===== src/rtl/seg_display_driver_if.sv =====
// Display bus between the game controller and the 4-digit 7-segment driver.
// The controller (master) drives state and value; the driver (slave) drives
// the active-low segment, digit-enable and decimal-point lines.
interface seg_display_driver_if;
  logic [1:0]  select;  // 0 mode-select, 1 counting, 2 result, 3 target shown
  logic [1:0]  mode;    // 0 easy, 1 regular, 2 hard, 3 invalid
  logic [13:0] number;  // unsigned value to display
  logic [6:0]  seg;     // active-low {g,f,e,d,c,b,a}
  logic [3:0]  an;      // active-low digit enables, an[3] leftmost
  logic        dp;      // active-low decimal point

  modport master (output select, mode, number, input seg, an, dp);
  modport slave  (input select, mode, number, output seg, an, dp);
endinterface


===== src/rtl/seg_display_driver.sv =====
// Four-digit multiplexed 7-segment driver.
// An iterative double-dabble converter turns the clamped input into four BCD
// digits that update atomically; a refresh counter scans digits 3..0 and the
// registered seg/an/dp lines follow the game state, with blinking in result.
module seg_display_driver #(
  parameter int unsigned REFRESH_TICKS = 100000,
  parameter int unsigned BLINK_FRAMES  = 125
) (
  input logic           clk,
  input logic           rst,
  seg_display_driver_if.slave bus
);

  localparam int RW = (REFRESH_TICKS > 1) ? $clog2(REFRESH_TICKS) : 1;
  localparam int FW = (BLINK_FRAMES > 1) ? $clog2(BLINK_FRAMES) : 1;
  localparam logic [13:0] MAX_VAL   = 14'd9999;
  localparam logic [6:0]  SEG_BLANK = 7'h7F;

  typedef enum logic [1:0] {S_IDLE, S_SHIFT, S_LOAD} conv_state_e;

  // One shift-add-3 step: correct every BCD nibble >= 5, then shift in a bit.
  function automatic logic [15:0] dd_step(input logic [15:0] w, input logic b);
    logic [15:0] a;
    a = w;
    for (int i = 0; i < 4; i++) begin
      if (a[i*4 +: 4] >= 4'd5) a[i*4 +: 4] = a[i*4 +: 4] + 4'd3;
    end
    return {a[14:0], b};
  endfunction

  function automatic logic [6:0] digit_pattern(input logic [3:0] d);
    case (d)
      4'd0:    digit_pattern = 7'h40;
      4'd1:    digit_pattern = 7'h79;
      4'd2:    digit_pattern = 7'h24;
      4'd3:    digit_pattern = 7'h30;
      4'd4:    digit_pattern = 7'h19;
      4'd5:    digit_pattern = 7'h12;
      4'd6:    digit_pattern = 7'h02;
      4'd7:    digit_pattern = 7'h78;
      4'd8:    digit_pattern = 7'h00;
      4'd9:    digit_pattern = 7'h10;
      default: digit_pattern = SEG_BLANK;
    endcase
  endfunction

  logic [13:0] clamped;
  assign clamped = (bus.number > MAX_VAL) ? MAX_VAL : bus.number;

  conv_state_e state_q, state_d;
  logic [13:0] last_q, last_d;
  logic [13:0] shreg_q, shreg_d;
  logic [15:0] work_q, work_d;
  logic [3:0]  cnt_q, cnt_d;
  logic [15:0] bcd_q, bcd_d;

  // Converter state register.
  // NOTE: sequential state uses non-blocking (<=) so every flop samples pre-edge values.
  always_ff @(posedge clk or posedge rst) begin
    if (rst) state_q <= S_IDLE;
    else     state_q <= state_d;
  end

  // Converter next state: 14 shift cycles then one load cycle.
  // NOTE: every always_comb output gets a default first so no latch is inferred.
  always_comb begin
    state_d = state_q;
    case (state_q)
      S_IDLE:  if (clamped != last_q) state_d = S_SHIFT;
      S_SHIFT: if (cnt_q == 4'd13)    state_d = S_LOAD;
      S_LOAD:  state_d = S_IDLE;
      default: state_d = S_IDLE;
    endcase
  end

  // Converter datapath: capture, shift, and atomic publish of the BCD result.
  always_comb begin
    last_d  = last_q;
    shreg_d = shreg_q;
    work_d  = work_q;
    cnt_d   = cnt_q;
    bcd_d   = bcd_q;
    case (state_q)
      S_IDLE: begin
        if (clamped != last_q) begin
          last_d  = clamped;
          shreg_d = clamped;
          work_d  = '0;
          cnt_d   = '0;
        end
      end
      S_SHIFT: begin
        work_d  = dd_step(work_q, shreg_q[13]);
        shreg_d = {shreg_q[12:0], 1'b0};
        cnt_d   = cnt_q + 4'd1;
      end
      S_LOAD:  bcd_d = work_q;
      default: ;
    endcase
  end

  // Converter datapath registers.
  // NOTE: these are a handful of flops, not a memory, so all of them take the reset.
  always_ff @(posedge clk or posedge rst) begin
    if (rst) begin
      last_q  <= '0;
      shreg_q <= '0;
      work_q  <= '0;
      cnt_q   <= '0;
      bcd_q   <= '0;
    end else begin
      last_q  <= last_d;
      shreg_q <= shreg_d;
      work_q  <= work_d;
      cnt_q   <= cnt_d;
      bcd_q   <= bcd_d;
    end
  end

  logic [RW-1:0] refresh_q;
  logic [1:0]    digit_q;
  logic [FW-1:0] frame_q;
  logic          phase_q;
  logic          wrap;

  assign wrap = (refresh_q == RW'(REFRESH_TICKS - 1));

  // Refresh counter and digit scan 3->2->1->0->3.
  always_ff @(posedge clk or posedge rst) begin
    if (rst) begin
      refresh_q <= '0;
      digit_q   <= 2'd3;
    end else if (wrap) begin
      refresh_q <= '0;
      digit_q   <= digit_q - 2'd1;
    end else begin
      refresh_q <= refresh_q + RW'(1);
    end
  end

  // Blink timing: frames counted as the scan returns to digit 3; held on outside result.
  always_ff @(posedge clk or posedge rst) begin
    if (rst) begin
      frame_q <= '0;
      phase_q <= 1'b1;
    end else if (bus.select != 2'd2) begin
      frame_q <= '0;
      phase_q <= 1'b1;
    end else if (wrap && digit_q == 2'd0) begin
      if (frame_q == FW'(BLINK_FRAMES - 1)) begin
        frame_q <= '0;
        phase_q <= ~phase_q;
      end else begin
        frame_q <= frame_q + FW'(1);
      end
    end
  end

  logic [6:0] seg_d, seg_q;
  logic [3:0] an_d, an_q;
  logic       dp_d, dp_q;
  logic [3:0] nib;
  logic       shown;

  // Decode the digit about to be enabled for the current game state.
  always_comb begin
    nib   = bcd_q[{digit_q, 2'b00} +: 4];
    case (digit_q)
      2'd3:    shown = |bcd_q[15:12];
      2'd2:    shown = |bcd_q[15:8];
      2'd1:    shown = |bcd_q[15:4];
      default: shown = 1'b1;
    endcase
    an_d  = ~(4'b0001 << digit_q);
    seg_d = SEG_BLANK;
    dp_d  = ~(bus.select == 2'd1 && digit_q == 2'd0);
    if (bus.select == 2'd0) begin
      if (digit_q == 2'd3) begin
        case (bus.mode)
          2'd0:    seg_d = 7'h06;
          2'd1:    seg_d = 7'h2F;
          2'd2:    seg_d = 7'h09;
          default: seg_d = 7'h3F;
        endcase
      end
    end else if (bus.select == 2'd2 && !phase_q) begin
      an_d = 4'hF;
    end else if (shown) begin
      seg_d = digit_pattern(nib);
    end
  end

  // Output registers: seg, an and dp change together on each refresh wrap.
  always_ff @(posedge clk or posedge rst) begin
    if (rst) begin
      seg_q <= SEG_BLANK;
      an_q  <= 4'hF;
      dp_q  <= 1'b1;
    end else if (wrap) begin
      seg_q <= seg_d;
      an_q  <= an_d;
      dp_q  <= dp_d;
    end
  end

  assign bus.seg = seg_q;
  assign bus.an  = an_q;
  assign bus.dp  = dp_q;

endmodule


===== src/flat_wrapper.sv =====
// flat-port wrapper written by rule: the top's interface ports become plain ports
module seg_display_driver_flat 
#(
  parameter int unsigned REFRESH_TICKS = 100000,
  parameter int unsigned BLINK_FRAMES  = 125
)
  (clk, rst, bus_select, bus_mode, bus_number, bus_seg, bus_an, bus_dp);
  seg_display_driver_if bus_i ();
  input logic clk;
  input logic rst;
  input wire logic [$bits(bus_i.select)-1:0] bus_select;
  input wire logic [$bits(bus_i.mode)-1:0] bus_mode;
  input wire logic [$bits(bus_i.number)-1:0] bus_number;
  output wire logic [$bits(bus_i.seg)-1:0] bus_seg;
  output wire logic [$bits(bus_i.an)-1:0] bus_an;
  output wire logic [$bits(bus_i.dp)-1:0] bus_dp;
  assign bus_i.select = bus_select;
  assign bus_i.mode = bus_mode;
  assign bus_i.number = bus_number;
  assign bus_seg = bus_i.seg;
  assign bus_an = bus_i.an;
  assign bus_dp = bus_i.dp;
  seg_display_driver #(.REFRESH_TICKS(REFRESH_TICKS), .BLINK_FRAMES(BLINK_FRAMES)) u_core (.clk(clk), .rst(rst), .bus(bus_i));
endmodule

===== config.mk =====
export PLATFORM = sky130hd
export DESIGN_NAME = seg_display_driver_flat
export DESIGN_NICKNAME = d
export VERILOG_FILES = /design/src/rtl/seg_display_driver_if.sv /design/src/rtl/seg_display_driver.sv /design/src/flat_wrapper.sv
export SDC_FILE = /design/constraint.sdc
export NUM_CORES = 1
export LEC_CHECK = 0
export ABC_AREA = 1
export ABC_CLOCK_PERIOD_IN_PS = 4300
export CORE_ASPECT_RATIO = 1.5
export CORE_UTILIZATION = 30
export DETAILED_ROUTE_END_ITERATION = 8
export PLACE_DENSITY = 0.47
export SLEW_MARGIN = 20
export SYNTH_ARGS = -nofsm -noshare
export SYNTH_HDL_FRONTEND = slang
export SYNTH_SLANG_ARGS = --single-unit

===== constraint.sdc =====
create_clock -name clk -period 4.3 [get_ports clk]
set_input_delay 0.43 -clock clk [delete_from_list [all_inputs] [get_ports clk]]
set_output_delay 0.43 -clock clk [all_outputs]
set_load 0.02 [all_outputs]

**Yosys cells after proc, flatten, opt, wreduce, memory -nomap -nowiden**

Memories as Yosys holds them, arrays and structs flattened.
Index checks and enable logic that the tools add are counted.

- Flip-flop bits (word level): 105
- Output and inout port bits: 12
- Bits in read-only memories: 112
- Input bits: 20
- Memories: 1
- Logic and storage cells: 95

- Equality and inequality tests: 16
- Reduce and logical (&&, ||, !) cells: 18
- Order comparisons: 5
- Mux-type cells: 29
- Add/subtract/negate cells: 8
- Bitwise gates (word level): 3
- Shifts and indexed selects: 2

Memory list:

| name | words | bits a word | read ports | clocked after memory_dff | wr ports | RTL line | source |
|---|---|---|---|---|---|---|---|
| (name not given) | 16 | 7 | 1 | 0 | 0 | seg_display_driver.sv:32 | `case (d)` |

Operators with widths:

| operator | number |
|---|---|
| $mux 7 | 7 |
| $pmux 16 s2 | 1 |
| $mux 14 | 2 |
| $pmux 14 s2 | 1 |
| $mux 4 | 6 |
| $pmux 6 s3 | 1 |
| $add 17x1->17 const B | 1 |
| $eq 17x17->1 const B | 1 |
| $mux 17 | 1 |
| $ge 4x3->1 const B | 4 |
| $mux 16 | 1 |
| $shiftx 16x5->4 | 1 |
| $gt 14x14->1 const B | 1 |
| $ne 14x14->1 | 1 |
| $add 4x2->4 const B | 3 |
| $reduce_or 12->1 | 1 |
| $eq 2x2->1 const B | 5 |
| $eq 2x1->1 const B | 4 |
| $logic_not 2->1 | 4 |
| $pmux 4 s2 | 1 |
| $reduce_and 2->1 | 4 |
| $reduce_or 8->1 | 1 |
| $add 7x1->7 const B | 1 |
| $eq 7x7->1 const B | 1 |
| other kinds (18) | 27 |

**Logic depth before layout (Yosys ltp)**

Gate-level depths: netlist (run 1).

- Depth in word-level cells: 5
- Depth in mapped cells: 18
- Gate-level depth less buffers: 16

**Least setup slack after synthesis (run 1)**

No wires, ideal clock.

- Kind: register -> register
- Start point: register u_core.digit_q[0]
- End point: register u_core.seg_q[6] (netlist: u_core.bus.seg[6])
- Stages on the path, launching flop included: 13
- Setup time: 82 ps
- Data required time: 4218 ps
- Setup slack: 2193 ps
- Period minus slack after synthesis: 2107 ps
- Arrival time: 2025 ps
- Path through: dfstp_2 > buf_2 > clkinv_1 > nand2_1 > a32o_1 > inv_1 > ha_1 > o21ai_0 > inv_1 > o21ai_0 > nand3_1 > o211ai_1 > nand2_1

- Word-level cells in the longest chain between the ends: 5
- Elaborated cells between the ends (all ways): 10
- Those cells by class: 3 x eq/ne; 1 x shift; 5 x mux; 1 x memory

RTL lines:

| what | RTL line | source |
|---|---|---|
| start: declaration | seg_display_driver.sv:121 | `logic [1:0] digit_q;` |
| start signal: assignment | seg_display_driver.sv:135 | `digit_q <= digit_q - 2'd1;` |
| $shiftx 16x5->4 (tied with other cells) | seg_display_driver.sv:167 | `nib = bcd_q[{digit_q, 2'b00} +: 4];` |
| $mem_v2 16x7 / $pmux 1 s3 (equally long branches) | n/a |  |
| $mux 7 | seg_display_driver.sv:188 | `end else if (shown) begin` |
| $mux 7 | seg_display_driver.sv:186 | `end else if (bus.select == 2'd2 && !phase_q) begin` |
| $mux 7 (*) | seg_display_driver.sv:177 | `if (bus.select == 2'd0) begin` |
| end signal: assignment | seg_display_driver.sv:200 | `seg_q <= seg_d;` |
| end: declaration | seg_display_driver.sv:159 | `logic [6:0] seg_d, seg_q;` |

Mark *: on every way between the ends. The rest lies on a longest branch, timed or not.
A chain may end at the register's enable or synchronous reset.

**Worst setup path in the final report (run 1)**

- Start point: input bus_number[4]
- End point: register u_core.shreg_q[4]

- Word-level cells in the longest chain between the ends: 5
- Elaborated cells between the ends (all ways): 7
- Those cells by class: 1 x order compare; 2 x eq/ne; 3 x mux; 1 x reduce/logical

RTL lines:

| what | RTL line | source |
|---|---|---|
| start: declaration | flat_wrapper.sv:13 | `input wire logic [$bits(bus_i.number)-1:0] bus_number;` |
| $gt 14x14->1 | seg_display_driver.sv:48 | `assign clamped = (bus.number > MAX_VAL) ? MAX_VAL : bus.number;` |
| $mux 14 (*) | seg_display_driver.sv:48 |  |
| $ne 14x14->1 | seg_display_driver.sv:85 | `if (clamped != last_q) begin` |
| $ne 2x1->1 (no source line) | n/a |  |
| $reduce_and 2->1 (no source line) | n/a |  |
| end signal: assignment | seg_display_driver.sv:113 | `shreg_q <= shreg_d;` |
| end: declaration | seg_display_driver.sv:52 | `logic [13:0] shreg_q, shreg_d;` |

Mark *: on every way between the ends. The rest lies on a longest branch, timed or not. The select of a mux whose other input is x is not followed.

==> results.md, run 1 <==
* Area Growth Syn to Fin at 14.77%
* Gate Count Post-Synth at 766
* Initial antenna violation count at 0
* Post-synthesis sequential area ratio at 45.81%
* DR WL/cell at 12.56 um
* Synthesized net count at 808
* Worst vdd ir at 0.0002242 V
* Vias in the first global route at 4641
* Gate power share at 36.4%
* Net Sw Frac at 39.50%
* Antenna Nets Post-Route at 0
* Yosys reg bits at 105
* Site Rows at 61
* Clock Skews at 0.01469 ns
* TritonCTS buffer count at 9
* Max Cap Violations at 0
* Cell variety after synth at 35
* Final setup violation count at 0
* Slew Viols, Final at 0
* Worst-path fanout max at 40
* Min Tclk post-route at 2.852 ns
* CTS tree: built
* Reg area at 2646 sq um
* Period Utilization, post-route at 66.32%
* Largest net degree at the start of global routing at 67
* Worst-skew pair later-pin latency at 0.36 ns
* CTS max path bufs at 2
* Mapped Avg Cell Area at 7.542 sq um
* Clk pwr share at 23.0%
* Required @ worst endpoint at 4.59 ns
* Cell taking the most area after synthesis: dfrtp_1
* Post-CTS sizing at 0
* Die area at 19830 sq um
* First-pass GRT wire length at 22.40 mm
* Buffers on Ports at 31
* Total number of yosys warnings at 0
* Core outline area at 18700 sq um
* Switching power at 0.001489 W
* Share of the synthesized area in the top cell type at 38.99%
* Setup crit end kind: flip-flop
* # fillers at 1995
* Via-to-Cell Ratio at 4.590
* Fin. Hold Viols at 0
* Initial Utilization at 30.89%
* Finished Cell Area at 6630 sq um
* WP data arrival at 3.14 ns
* Reg power frac at 40.6%
* Worst-Margin Slew at 0.9110 ns
* Clock net sink count at 105
* Postcts setup bufs at 0
* Status: completed
* Max Clock Freq at 0.3507 GHz
* Normalized max-slew margin at 39.20%
* Die X-Extent at 115.3 um
* RePlAce Congestion at 0.7532
* Dominant cells by area after synthesis: dfrtp_1 39%, nand2_1 14%, dfstp_2 6.8%
* DR iter-0 viols at 154
* Clock Pin Slew Worst Setup and Hold Paths at 0.07 ns
* Total gr overflow at 0
* DRT Pass-1 Iters at 4
* Worst hold path class: reg -> reg
* Critical path startpoint category: input pin
* CTS HTree Levels at 3
* Root Buffer: clkbuf_16
* RSZ-0062 raised after global routing: no
* Int Pwr at 0.002280 W
* Synthesized area at 5777 sq um
* Area post-placement at 6326 sq um
* Chip Height at 172.0 um
* Area taken by multi-input logic gates at 2646 sq um
* Final HPWL DP at 9.373 mm
* # IOs at 32
* Setup_tns at 0 ns
* CP Class: in -> reg
* Overall routing resource usage at 14.49%
* Antenna diodes at 0
* P_leak at 3.260 nW
* CTS Hold Bufs at 0
* Via count at 4810
* Routed Wire Length at 13.16 mm
* Layout cells sized above 1 at 6.156%
* Power Density at 568.5 nW/um^2
* # DRC at 0
* Fin Hold WS at 0.4685 ns
* Nets@finish at 833
[cells in the mapped netlist (all sizes together)]
cell type and n:
a211oi 2, a21oi 33, a31oi 2, a32o 2
and2 1, buf 14, clkbuf 9, clkinv 2
dfrtp 90, dfstp 15, ha 22, inv 94
nand2 226, nand3 74, nand3b 5, nand4 10
nor2 61, nor3 8, nor4 3, o211ai 3
o21a 1, o21ai 74, o31ai 1, or2 3
xnor2 1, xor2 10
[cells by family (layout without fill, tap and decap cells)]
logic type,count (synthesis),count (layout),synth area share (%)
and+or+nand+nor,391,391,28.59
buffers and inverters,119,149,8.425
AOI/OAI and AO/OA,118,118,10.74
DFF,105,105,45.81
adders and majority gates,22,22,4.765
xor gates and xnor gates,11,11,1.668
[power groups by stage]
stage / logic [W] / registers [W] / clock network (W)
floorplan: 0.00112 / 0.00148 / 0
global placement: 0.00139 / 0.00155 / 0
detailed placement: 0.00140 / 0.00155 / 0
CTS: 0.00140 / 0.00153 / 0.000896
global route: 0.00162 / 0.00157 / 0.000931
finish: 0.00137 / 0.00153 / 0.000867
[metrics by stage]
stage | setup slack [ns] | std cells | utilization, % | total power (W)
after global placement | 1.014 | 1032 | 33.83 | 0.002944
after CTS | 1.375 | 1048 | 35.46 | 0.003834
after detailed placement | 0.9889 | 1032 | 33.83 | 0.002951
after global routing | 1.110 | 1048 | 35.46 | 0.004128
final | 1.448 | 1048 | 35.46 | 0.003769
after floorplan | 1.134 | 766 | - | 0.002599
[sequential cells by signal, indices dropped and copies added, names as in the netlist]
| signal | flops |
|---|---|
| u_core.refresh_q | 17 |
| u_core.shreg_q | 14 |
| u_core.bus.an | 4 |
| u_core.cnt_q | 4 |
| u_core.bcd_q | 16 |
| u_core.digit_q | 2 |
| u_core.last_q | 14 |
| u_core.work_q | 16 |
| u_core.bus.seg | 7 |
| u_core.state_q | 2 |
| u_core.phase_q | 1 |
| u_core.bus.dp | 1 |
| u_core.frame_q | 7 |
[routing by layer]
layer / vias to the layer above / wire length [um] / global-route usage [%]
met3: 20 / 191 / 1.507
met5: - / 0 / 0
met1: 2213 / 5987 / 17.32
met4: 0 / 333 / 7.002
met2: 55 / 6652 / 25.70
li1: 2522 / - / -
[critical path, cell delays in order]
cell and delay [ns]:
clkdlybuf4s50_1 0.45, nor2_1 0.13, nand2_1 0.06, nand2_1 0.05, nand2_1 0.05, nand2_2 0.33
nand2_1 0.19, nand2_1 0.09, nand2_1 0.05, nor2_1 0.13, nand2_1 0.07, nor2_1 0.12
nand2_2 0.10, nand2_4 0.34, buf_4 0.33, nand3_1 0.10, nand2_1 0.10
[final timing paths]
check / start / endpoint / slack [ns] / cells past startpoint
setup / recovery: bus_number[4] / u_core.shreg_q[4] / 1.45 / 17
hold / removal: u_core.refresh_q[0] / u_core.refresh_q[0] / 0.47 / 1
setup reg to reg: u_core.refresh_q[0] / u_core.frame_q[4] / 1.88 / 13
hold reg to reg: u_core.refresh_q[0] / u_core.refresh_q[0] / 0.47 / 1
max in group asynchronous: rst / u_core.bus.seg[1] / 2.84 / 3
min in group asynchronous: rst / u_core.frame_q[6] / 0.59 / 2
[cell type report]
class                   instances  share of cell area, %
clock inverters                 6                 0.9813
clock buffers                  10                  3.604
flip-flops and latches        105                  39.91
inverters                      96                  5.473
repair buffers                 37                  5.360
multi-input cells             542                  39.91
well taps                     252                  4.756
[layout by cell type, fill, tap and decap left out, types with 2 or more instances in the layout]
| cell | Yosys | layout |
|---|---|---|
| clkinv_1 | 2 | 2 |
| clkbuf_16 | 0 | 9 |
| inv_1 | 93 | 92 |
| a21oi_1 | 33 | 33 |
| nand4_1 | 10 | 10 |
| nor2_2 | 1 | 2 |
| dfstp_2 | 15 | 15 |
| clkinv_2 | 0 | 2 |
| clkdlybuf4s50_1 | 0 | 31 |
| buf_4 | 5 | 6 |
| a211oi_1 | 2 | 2 |
| nor4_1 | 3 | 3 |
| xor2_1 | 10 | 10 |
| nand3_1 | 74 | 74 |
| nand2_1 | 221 | 221 |
| ha_1 | 22 | 22 |
| o21ai_1 | 2 | 2 |
| o21ai_0 | 72 | 72 |
| a32o_1 | 2 | 2 |
| o211ai_1 | 3 | 3 |
| nand3b_1 | 5 | 5 |
| inv_6 | 0 | 2 |
| or2_2 | 3 | 3 |
| nand2_2 | 4 | 4 |
| a31oi_1 | 2 | 2 |
| dfrtp_1 | 90 | 90 |
| nor3_1 | 8 | 8 |
| nor2_1 | 60 | 59 |
(Power assumes the default switching activity.)
==> run 2: changes to the inputs <==
- ABC_CLOCK_PERIOD_IN_PS: 4300 -> 2600
- PLACE_DENSITY: 0.47 -> 0.48
- clock period: 4.3 -> 2.6 ns (I/O delays scaled with it)
==> run 2 against run 1 <==
Die area did not move. Final cell count is 2.2% higher. Sequential share of layout area shrank 1.3 points. Critical path depth decreased by 5. First-iteration DRC count rose by 87%. Sequential power increased by 65%. Setup slack worse by 1.0 ns. Clock skew decreased by 0.0018 ns. Count of clock-buffer cells in the layout shrank 1. Critical endpoint is now u_core.bus.seg[0]. Largest cell class unchanged. Largest power group unchanged. Highest routed layer unchanged.
==> results.md, run 2 (synthesis results as in run 1) <==
* Chip Height at 172.0 um (unchanged)
* DR iter-0 viols at 288 (+87%)
* Cell count after placement at 1055 (+2.2%)
* Final core utilization at 36.65% (+1.2 points)
* CTS HTree Levels at 3 (unchanged)
* Final HPWL DP at 9.685 mm (+3.3%)
* Power Density at 919.7 nW/um^2 (+62%)
* Worst-Margin Slew at 0.8763 ns (-0.03465 ns)
* First-pass GRT wire length at 22.55 mm (+0.68%)
* Commonest non-fill, non-tap cell in the layout: nand2_1
* Switching power at 0.002462 W (+65%)
* Total gr overflow at 0 (unchanged)
* Layout cells sized above 1 at 8.791% (+2.6 points)
* Most frequent cells in the layout: 221 x nand2_1, 92 x inv_1, 90 x dfrtp_1, 74 x nand3_1, 72 x o21ai_0
* Period Utilization, post-route at 83.88%
* Site Rows at 61 (unchanged)
* Initial antenna violation count at 0 (unchanged)
* Reg2Reg Depth at 12 (-1)
* Post-CTS sizing at 0 (unchanged)
* CP Class: reg -> reg
* Fin cells at 1071 (+2.2%)
* Int Pwr at 0.003842 W (+68%)
* Clock net sink count at 105 (unchanged)
* Required @ worst endpoint at 2.87 ns (-1.72 ns)
* Net Sw Frac at 39.06% (-0.44 points)
* WP data arrival at 2.45 ns (-0.69 ns)
* Initial Utilization at 30.89% (unchanged)
* Clk pwr share at 22.3% (-0.7 points)
* # fillers at 1973 (-1.1%)
* Via-to-Cell Ratio at 4.536 (-1.2%)
* Min Tclk post-route at 2.181 ns
* Antenna Nets Post-Route at 0 (unchanged)
* Die X-Extent at 115.3 um (unchanged)
* DR WL/cell at 12.22 um (-2.7%)
* CTS max path bufs at 2 (unchanged)
* Clock Skews at 0.01288 ns (-0.001815 ns)
* Slew Viols, Final at 0 (unchanged)
* RR Startpoint: u_core.refresh_q[0]
* Setup crit end kind: flip-flop
* Critical path startpoint category: flip-flop
* RSZ-0062 raised after global routing: no
* Antenna diodes at 0 (unchanged)
* Max reg flops at 17 (unchanged)
* CTS tree: built
* # DRC at 0 (unchanged)
* Status: completed
* DRT Pass-1 Iters at 5 (+1)
* Area Growth Syn to Fin at 18.65%
* Max Cap Violations at 0 (unchanged)
* Final setup violation count at 0 (unchanged)
* Vias in the first global route at 4766 (+2.7%)
* TritonCTS buffer count at 9 (unchanged)
* Reg-to-reg endpoint: u_core.bus.seg[0]
* Area taken by multi-input logic gates at 2646 sq um (unchanged)
* P_leak at 3.385 nW (+3.8%)
* Normalized max-slew margin at 41.44% (+2.2 points)
* Setup_tns at 0 ns (unchanged)
* Die area at 19830 sq um (unchanged)
* Worst-skew pair later-pin latency at 0.36 ns (about the same)
* Buffers on Ports at 31 (unchanged)
* RePlAce Congestion at 0.7533 (about the same)
* Reg with most FFs: u_core.refresh_q
* Worst hold path class: in -> async
* Gate power share at 37.6% (+1.2 points)
* # IOs at 32 (unchanged)
* Reg power frac at 40.1% (-0.5 points)
* R2R setup slack at 0.42 ns (-1.46 ns)
* Overall routing resource usage at 14.57% (+0.082 points)
* Routed Wire Length at 13.09 mm (-0.58%)
* Postcts setup bufs at 0 (unchanged)
* Largest net degree at the start of global routing at 47 (-30%)
* Worst-path fanout max at 6 (-85%)
* Leading registers by flop count: u_core.refresh_q: 17 flops, u_core.bcd_q: 16 flops, u_core.work_q: 16 flops
* Root Buffer: clkbuf_16
* Clock Pin Slew Worst Setup and Hold Paths at 0.08 ns (about the same)
* Via count at 4858 (+1.0%)
* Fin. Hold Viols at 0 (unchanged)
* Worst vdd ir at 0.0003277 V (+46%)
* Core outline area at 18700 sq um (unchanged)
* CTS Hold Bufs at 0 (unchanged)
* Max Clock Freq at 0.4585 GHz
* Reg area at 2646 sq um (unchanged)
* Nets@finish at 856 (+2.8%)
run 2: cell types whose count changed in the layout (fill, tap and decap cells not counted):
| cell | change |
|---|---|
| clkbuf_8 | -1 |
| buf_4 | +19 |
| buf_12 | +4 |
| clkinv_4 | +3 |
| clkinv_2 | -1 |
| inv_4 | -1 |
run 2: critical path, stage by stage, from the launching register on:
cell and delay, ns:
dfrtp_1 0.38, ha_1 0.19, nand2_1 0.06, nor2_1 0.16
inv_1 0.09, nor2_2 0.17, inv_1 0.08, nor2_1 0.08
and2_1 0.23, buf_4 0.17, inv_1 0.06, a211oi_1 0.31
a21oi_1 0.12
run 2: worst max-delay path by stage:
stage	slack, ns	endpoint	cells after the start	startpoint
after global routing	0.10	u_core.shreg_q[11]	18	bus_number[7]
after global placement	0.1	u_core.shreg_q[11]	16	bus_number[8]
after CTS	0.35	u_core.frame_q[2]	13	u_core.refresh_q[0]
after detailed placement	0.07	u_core.shreg_q[11]	18	bus_number[5]
after floorplan	0.49	u_core.bus.seg[6]	12	u_core.digit_q[0]
final	0.42	u_core.bus.seg[0]	12	u_core.refresh_q[0]
run 2: metal layers:
metal  wire [um]  track usage [%]  share of wire, %
met1        5780            16.67                44
met2        6794            26.58                52
met3         220            1.823               1.7
met4         291            6.832               2.2
met5           0                0                 0
run 2: layout make-up:
type	count	share of cell area [%]
clock inverters	7	1.150
flip-flops and latches	105	38.61
multi-input cells	542	38.61
well taps	252	4.600
inverters	96	5.312
clock buffers	9	3.286
repair buffers	60	8.434
run 2: stage by stage:
stage | total power (W) | instance area, sq um | hold slack [ns] | setup WS [ns]
2_1_floorplan | 0.004299 | 5781 | 0.3292 | 0.4934
3_3_place_gp | 0.004966 | 6550 | 0.4546 | 0.09645
3_5_place_dp | 0.004971 | 6550 | 0.4580 | 0.07051
4_1_cts | 0.006417 | 6854 | 0.3368 | 0.3517
5_1_grt | 0.006925 | 6854 | 0.3566 | 0.1037
6_report | 0.006304 | 6854 | 0.3215 | 0.4191
run 2: power by group through the flow:
stage | logic, W | clock network, W | registers [W]
finish | 0.00237 | 0.00141 | 0.00253
global route | 0.00281 | 0.00152 | 0.00260
CTS | 0.00242 | 0.00147 | 0.00253
detailed placement | 0.00241 | 0 | 0.00256
global placement | 0.00241 | 0 | 0.00255
floorplan | 0.00186 | 0 | 0.00244
